File: src/rtl/pwm_duty_ctrl.sv
// Button-driven PWM duty controller: saturating setpoint, period-boundary duty updates, OFF/RAMP/RUN soft start.
// Optional soft-start RAMP state is built only when PWM_DUTY_CTRL_SOFTSTART_EN is defined.
`timescale 1ns/1ps
module pwm_duty_ctrl #(
  parameter int PWM_WIDTH = 8,
  parameter int DUTY_STEP = 16,
  parameter int DUTY_INIT = 128,
  parameter int RAMP_STEP = 32
) (
  input  logic                 clk_i,
  input  logic                 rst_n_i,
  input  logic                 ce_i,
  input  logic                 ena_i,
  input  logic                 up_ceo_i,
  input  logic                 dn_ceo_i,
  output logic                 pwm_out_o,
  output logic [PWM_WIDTH-1:0] duty_o,
  output logic [PWM_WIDTH-1:0] duty_act_o,
  output logic                 period_ceo_o,
  output logic                 ramping_o
);

  localparam logic [PWM_WIDTH-1:0] CNT_MAX = '1;
  localparam logic [PWM_WIDTH:0]   MAX_EXT = {1'b0, CNT_MAX};
  localparam logic [PWM_WIDTH:0]   DSTEP   = (PWM_WIDTH+1)'(DUTY_STEP);
  localparam logic [PWM_WIDTH-1:0] INIT_V  = PWM_WIDTH'(DUTY_INIT);

`ifdef PWM_DUTY_CTRL_SOFTSTART_EN
  localparam logic [PWM_WIDTH:0] RSTEP = (PWM_WIDTH+1)'(RAMP_STEP);
  typedef enum logic [1:0] {ST_OFF = 2'd0, ST_RAMP = 2'd1, ST_RUN = 2'd2} state_t;
`else
  typedef enum logic {ST_OFF = 1'b0, ST_RUN = 1'b1} state_t;
`endif

  state_t                 state_q;
  logic [PWM_WIDTH-1:0]   cnt_q;
  logic [PWM_WIDTH-1:0]   duty_q;
  logic [PWM_WIDTH-1:0]   duty_d;
  logic [PWM_WIDTH-1:0]   duty_act_q;
  logic                   pwm_q;
  logic                   period_q;
  logic                   wrap;
  logic [PWM_WIDTH:0]     up_sum;
  logic [PWM_WIDTH:0]     dn_diff;

  // Setpoint math is one bit wider so both directions saturate instead of wrapping.
  always_comb begin
    up_sum  = {1'b0, duty_q} + DSTEP;
    dn_diff = {1'b0, duty_q} - DSTEP;
    duty_d  = duty_q;
    if (up_ceo_i && !dn_ceo_i) begin
      duty_d = (up_sum > MAX_EXT) ? CNT_MAX : up_sum[PWM_WIDTH-1:0];
    end else if (dn_ceo_i && !up_ceo_i) begin
      duty_d = ({1'b0, duty_q} < DSTEP) ? '0 : dn_diff[PWM_WIDTH-1:0];
    end
  end

  assign wrap = ce_i && (cnt_q == CNT_MAX) && (state_q != ST_OFF);

`ifdef PWM_DUTY_CTRL_SOFTSTART_EN
  logic                 ramping_q;
  logic [PWM_WIDTH:0]   ramp_sum;
  assign ramp_sum  = {1'b0, duty_act_q} + RSTEP;
  assign ramping_o = ramping_q;
`else
  assign ramping_o = 1'b0;
`endif

  always_ff @(posedge clk_i or negedge rst_n_i) begin
    if (!rst_n_i) begin
      state_q    <= ST_OFF;
      cnt_q      <= '0;
      duty_q     <= INIT_V;
      duty_act_q <= '0;
      pwm_q      <= 1'b0;
      period_q   <= 1'b0;
`ifdef PWM_DUTY_CTRL_SOFTSTART_EN
      ramping_q  <= 1'b0;
`endif
    end else begin
      duty_q   <= duty_d;
      period_q <= wrap;
      pwm_q    <= (state_q != ST_OFF) && (cnt_q < duty_act_q);
      // Disable wins over everything else, including a coincident wrap.
      if (!ena_i) begin
        state_q    <= ST_OFF;
        cnt_q      <= '0;
        duty_act_q <= '0;
        pwm_q      <= 1'b0;
`ifdef PWM_DUTY_CTRL_SOFTSTART_EN
        ramping_q  <= 1'b0;
`endif
      end else begin
        case (state_q)
          ST_OFF: begin
`ifdef PWM_DUTY_CTRL_SOFTSTART_EN
            state_q    <= ST_RAMP;
            ramping_q  <= 1'b1;
            duty_act_q <= '0;
`else
            state_q    <= ST_RUN;
            duty_act_q <= duty_q;
`endif
          end
`ifdef PWM_DUTY_CTRL_SOFTSTART_EN
          ST_RAMP: begin
            if (ce_i) cnt_q <= cnt_q + PWM_WIDTH'(1);
            // A lowered setpoint mid-ramp also lands here since ramp_sum then exceeds it.
            if (wrap) begin
              if (ramp_sum >= {1'b0, duty_q}) begin
                duty_act_q <= duty_q;
                state_q    <= ST_RUN;
                ramping_q  <= 1'b0;
              end else begin
                duty_act_q <= ramp_sum[PWM_WIDTH-1:0];
              end
            end
          end
`endif
          ST_RUN: begin
            if (ce_i) cnt_q <= cnt_q + PWM_WIDTH'(1);
            if (wrap) duty_act_q <= duty_q;
          end
          default: state_q <= ST_OFF;
        endcase
      end
    end
  end

  assign pwm_out_o    = pwm_q;
  assign duty_o       = duty_q;
  assign duty_act_o   = duty_act_q;
  assign period_ceo_o = period_q;

endmodule

File: config.mk
export PLATFORM = sky130hd
export DESIGN_NAME = pwm_duty_ctrl
export DESIGN_NICKNAME = d
export VERILOG_FILES = /design/src/rtl/pwm_duty_ctrl.sv
export SDC_FILE = /design/constraint.sdc
export NUM_CORES = 1
export LEC_CHECK = 0
export BUFFER_PORTS_ARGS = -buffer_cell sky130_fd_sc_hd__buf_2
export CAP_MARGIN = 25
export CORE_UTILIZATION = 30
export CTS_CLUSTER_DIAMETER = 60
export DETAILED_ROUTE_END_ITERATION = 8
export PLACE_DENSITY = 0.6
export SETUP_SLACK_MARGIN = 0.3
export SYNTH_ARGS = -nofsm -noshare
export SYNTH_HDL_FRONTEND = slang
export SYNTH_SLANG_ARGS = --single-unit
File: constraint.sdc
create_clock -name clk_i -period 1.7 [get_ports clk_i]
set_input_delay 0.255 -clock clk_i [delete_from_list [all_inputs] [get_ports clk_i]]
set_output_delay 0.255 -clock clk_i [all_outputs]
set_load 0.02 [all_outputs]
==> reports/results.ini <==
[yosys]
synth_fa_ha_area_share_pct=11.15
synth_top_family_by_area=simple AND/OR/NAND/NOR gates
syn_inst=149
synth_seq_cells=21
synth-xor-area-share_pct=3.253
seq_area_frac_synth_pct=39.13
muxShareOfSynthArea_pct=0.7435
synth-compound-area-share_pct=16.73
synth-simple-area-share_pct=19.33
ys_warn_count=0
syn_nets=167
netlist_area_um2=1346
ys_types=34
syn_area_per_cell_um2=9.036

[clock_tree]
cts_made_buffers=3
clk_latency_ns=0.27
cts_tree=yes
htreeDepth=1
path_clk_slew_ns=0.09
root_buffer=clkbuf_8
cts_buffer_depth=2
cts.sinks=21

[die]
fp.dieH_um=68.99
die_area_um2=4760
std_cell_rows=23
start_util_pct=32.49
io_pins=25
die_w_um=68.99
core_area_um2=4144

[final_layout]
finalInstanceArea_um2=1758
drive_above_1_share_pct=40.11
final_common_cell=buf_2
antennaDiodeCount=0
areaGrowthSynthToFinish_pct=30.58
final_util_pct=42.42
num-fill-cells=433
mostFrequentLayoutCells=22 x buf_2, 18 x buf_4, 17 x nand2_1
nNetsFinal=201

[critical_path]
critPathSlowestCell=dfrtp_2
start_kind=register
cp_cell_sequence=inv_2 > ha_4 > and4bb_1 > nand2b_1 > a311o_1 > o211ai_1
critPathArrivalTime_ns=1.82
cp_max_fo=5
path_class=register to register
rr_startpoint=duty_o[5]$_DFFE_PN0P_
r2r_end=duty_o[5]$_DFFE_PN0P_
critPathMaxStageDelay_ns=0.42
critPathCaptureType=register
r2r_slack_ns=0.08
reg2reg_depth=6
crit_required_ns=1.89

[worst_hold_path]
hp-class=input port to register
holdPathStages=1
hp-start=ena_i
hold_path_end=state_q$_DFF_PN0_

[global_route]
antenna_found_initial=0
grt_max_degree=22
grt_busiest_layer=met2
grt_pass1_wl_um=4836
grtUsageMet3_pct=4.276
first_global_vias=1035
overflow=0
grt.total_usage_pct=13.95
use_met1_pct=17.52
grtUsageMet2_pct=22.33

[sta]
fin_crit_sh_pct=95.57
max_freq_ghz=0.6155
hold_ws_ns=0.2859
setup_viol=0
fin_skew_ns=0.007221
layout_min_cycle_time_ns=1.625
hold_viol_final=0
slew_violations=0
fin_ws_ns=0.07535
rsz0062_at_grt=true

[drt]
dr.pass1.iters=4
routedWlPerCell_um=13.11
antenna_left=0
drtIter0Drc=65
drt_wl_total_um=3041
via_per_inst=4.909
vias=1139
route.detailed.drc=0

[placement]
io_buffers=23
place_area_um2=1516
post-dp-hpwl_um=1990
place_ws_ns=0.06892
gp_congestion=0.8369

[pwr]
power_frac_comb_pct=49.7
p_seq_share_pct=33.8
netSwitchingFraction_pct=40.42
ir_worst_vdd_v=0.0008230
p_int_w=0.001257
powerDensity_nw_per_um2=1200
p_leak_nw=0.7934
switchingPower_w=0.0008526
power_frac_clock_pct=16.5

[job]
maxCapViolations=0

[run_status]
status=completed

==> final cells by class <==
cell class / count / area, µm² / area share, %
multi-input cells: 103 / 794.5 / 45.20
flip-flops and latches: 21 / 533.0 / 30.32
repair buffers: 43 / 277.8 / 15.80
well taps: 50 / 62.56 / 3.559
clock buffers: 3 / 41.29 / 2.349
inverters: 11 / 41.29 / 2.349
clock inverters: 1 / 7.507 / 0.4270
==> per-stage QoR <==
stage / std cells / TNS, ns / power (W)
floorplan: 149 / 0 / 0.001357
global placement: 216 / 0 / 0.001568
detailed placement: 216 / 0 / 0.001573
CTS: 227 / 0 / 0.002008
global route: 232 / -0.02425 / 0.002285
finish: 232 / 0 / 0.002109
==> registers in the layout, indices dropped and copies added (netlist names) <==
signal and cells:
period_ceo_o 1, pwm_out_o 1, duty_o 5, duty_act_o 5, cnt_q 8, state_q 1
==> how the worst max path moves through the flow <==
stage | slack, ns | endpoint | depth (start not counted) | startpoint
after floorplan | 0.05 | duty_o[4]$_DFFE_PN0P_ | 6 | duty_o[4]$_DFFE_PN0P_
after detailed placement | 0.07 | duty_o[4]$_DFFE_PN0P_ | 6 | duty_o[4]$_DFFE_PN0P_
after global routing | -0.02 | duty_o[5]$_DFFE_PN0P_ | 6 | duty_o[5]$_DFFE_PN0P_
after CTS | 0.08 | duty_o[5]$_DFFE_PN0P_ | 6 | duty_o[5]$_DFFE_PN0P_
final | 0.08 | duty_o[5]$_DFFE_PN0P_ | 6 | duty_o[5]$_DFFE_PN0P_
after global placement | 0.09 | duty_o[4]$_DFFE_PN0P_ | 6 | duty_o[4]$_DFFE_PN0P_
==> cell families after synthesis <==
logic type,Yosys count
XOR/XNOR,5
flip-flops,21
AND/OR/NAND/NOR,51
buffers and inverters,25
adder cells (fa/ha/maj),12
multiplexers,1
AO/OA/AOI/OAI,33
other,1
==> cell usage after synthesis <==
library cell	n	area, µm²
nand3_1	10	50.05
ha_1	12	150.1
conb_1	1	3.750
xor2_1	2	17.52
a311o_1	1	10.01
clkbuf_1	4	15.01
inv_1	11	41.29
nand4_1	2	12.51
mux2i_1	1	10.01
a21boi_0	3	22.52
a31o_2	1	8.760
or3_1	2	12.51
o31ai_4	1	21.27
dfstp_2	1	26.28
or4_1	1	7.510
buf_2	2	10.01
nand2_1	17	63.81
o211ai_1	3	22.52
a211oi_1	1	7.510
a31oi_1	2	12.51
nor2_1	3	11.26
o2bb2ai_1	1	8.760
nand2b_1	4	25.02
a21o_1	3	22.52
buf_4	8	60.06
o2111ai_1	1	8.760
nand4b_1	1	8.760
dfrtp_1	20	500.5
and2_1	5	31.28
nor3_1	5	25.02
xnor2_1	3	26.28
a21oi_1	3	15.01
and4bb_1	1	12.51
o21ai_0	13	65.06
==> what timing repair did <==
| item | in CTS | in global routing |
|---|---|---|
| endpoints found under the setup margin | 12 | 16 |
| hold buffers | 1 | 0 |
| pin swaps | 6 | 10 |
| gates cloned | 0 | 1 |
| endpoints found under the hold margin | 20 | 0 |
| buffers inserted | 6 | 4 |
| resized for setup | 4 | 27 |
==> critical path, delay by kind of cell (launching register included) <==
family                   cells  cell delay, ns
adder cells (fa/ha/maj)      1            0.26
AO/OA/AOI/OAI                2            0.54
buffers and inverters        1            0.05
flip-flops                   1            0.42
AND/OR/NAND/NOR              2            0.27
==> routing by layer <==
layer | share of wire, % | wire length (µm) | vias to the layer above
met5 | 0 | 0 | -
met4 | 1.1 | 34 | 0
met3 | 4.2 | 129 | 4
met2 | 48 | 1470 | 21
met1 | 46 | 1407 | 538
li1 | - | - | 576
==> power by group through the flow <==
stage / Combinational (W) / Clock, W / Sequential [W]
final: 0.00105 / 0.000347 / 0.000713
after detailed placement: 0.000826 / 0 / 0.000747
after CTS: 0.000923 / 0.000363 / 0.000722
after floorplan: 0.000555 / 0 / 0.000802
after global routing: 0.00116 / 0.000393 / 0.000730
after global placement: 0.000826 / 0 / 0.000743
Note: power is estimated with default switching activity, not from simulation.
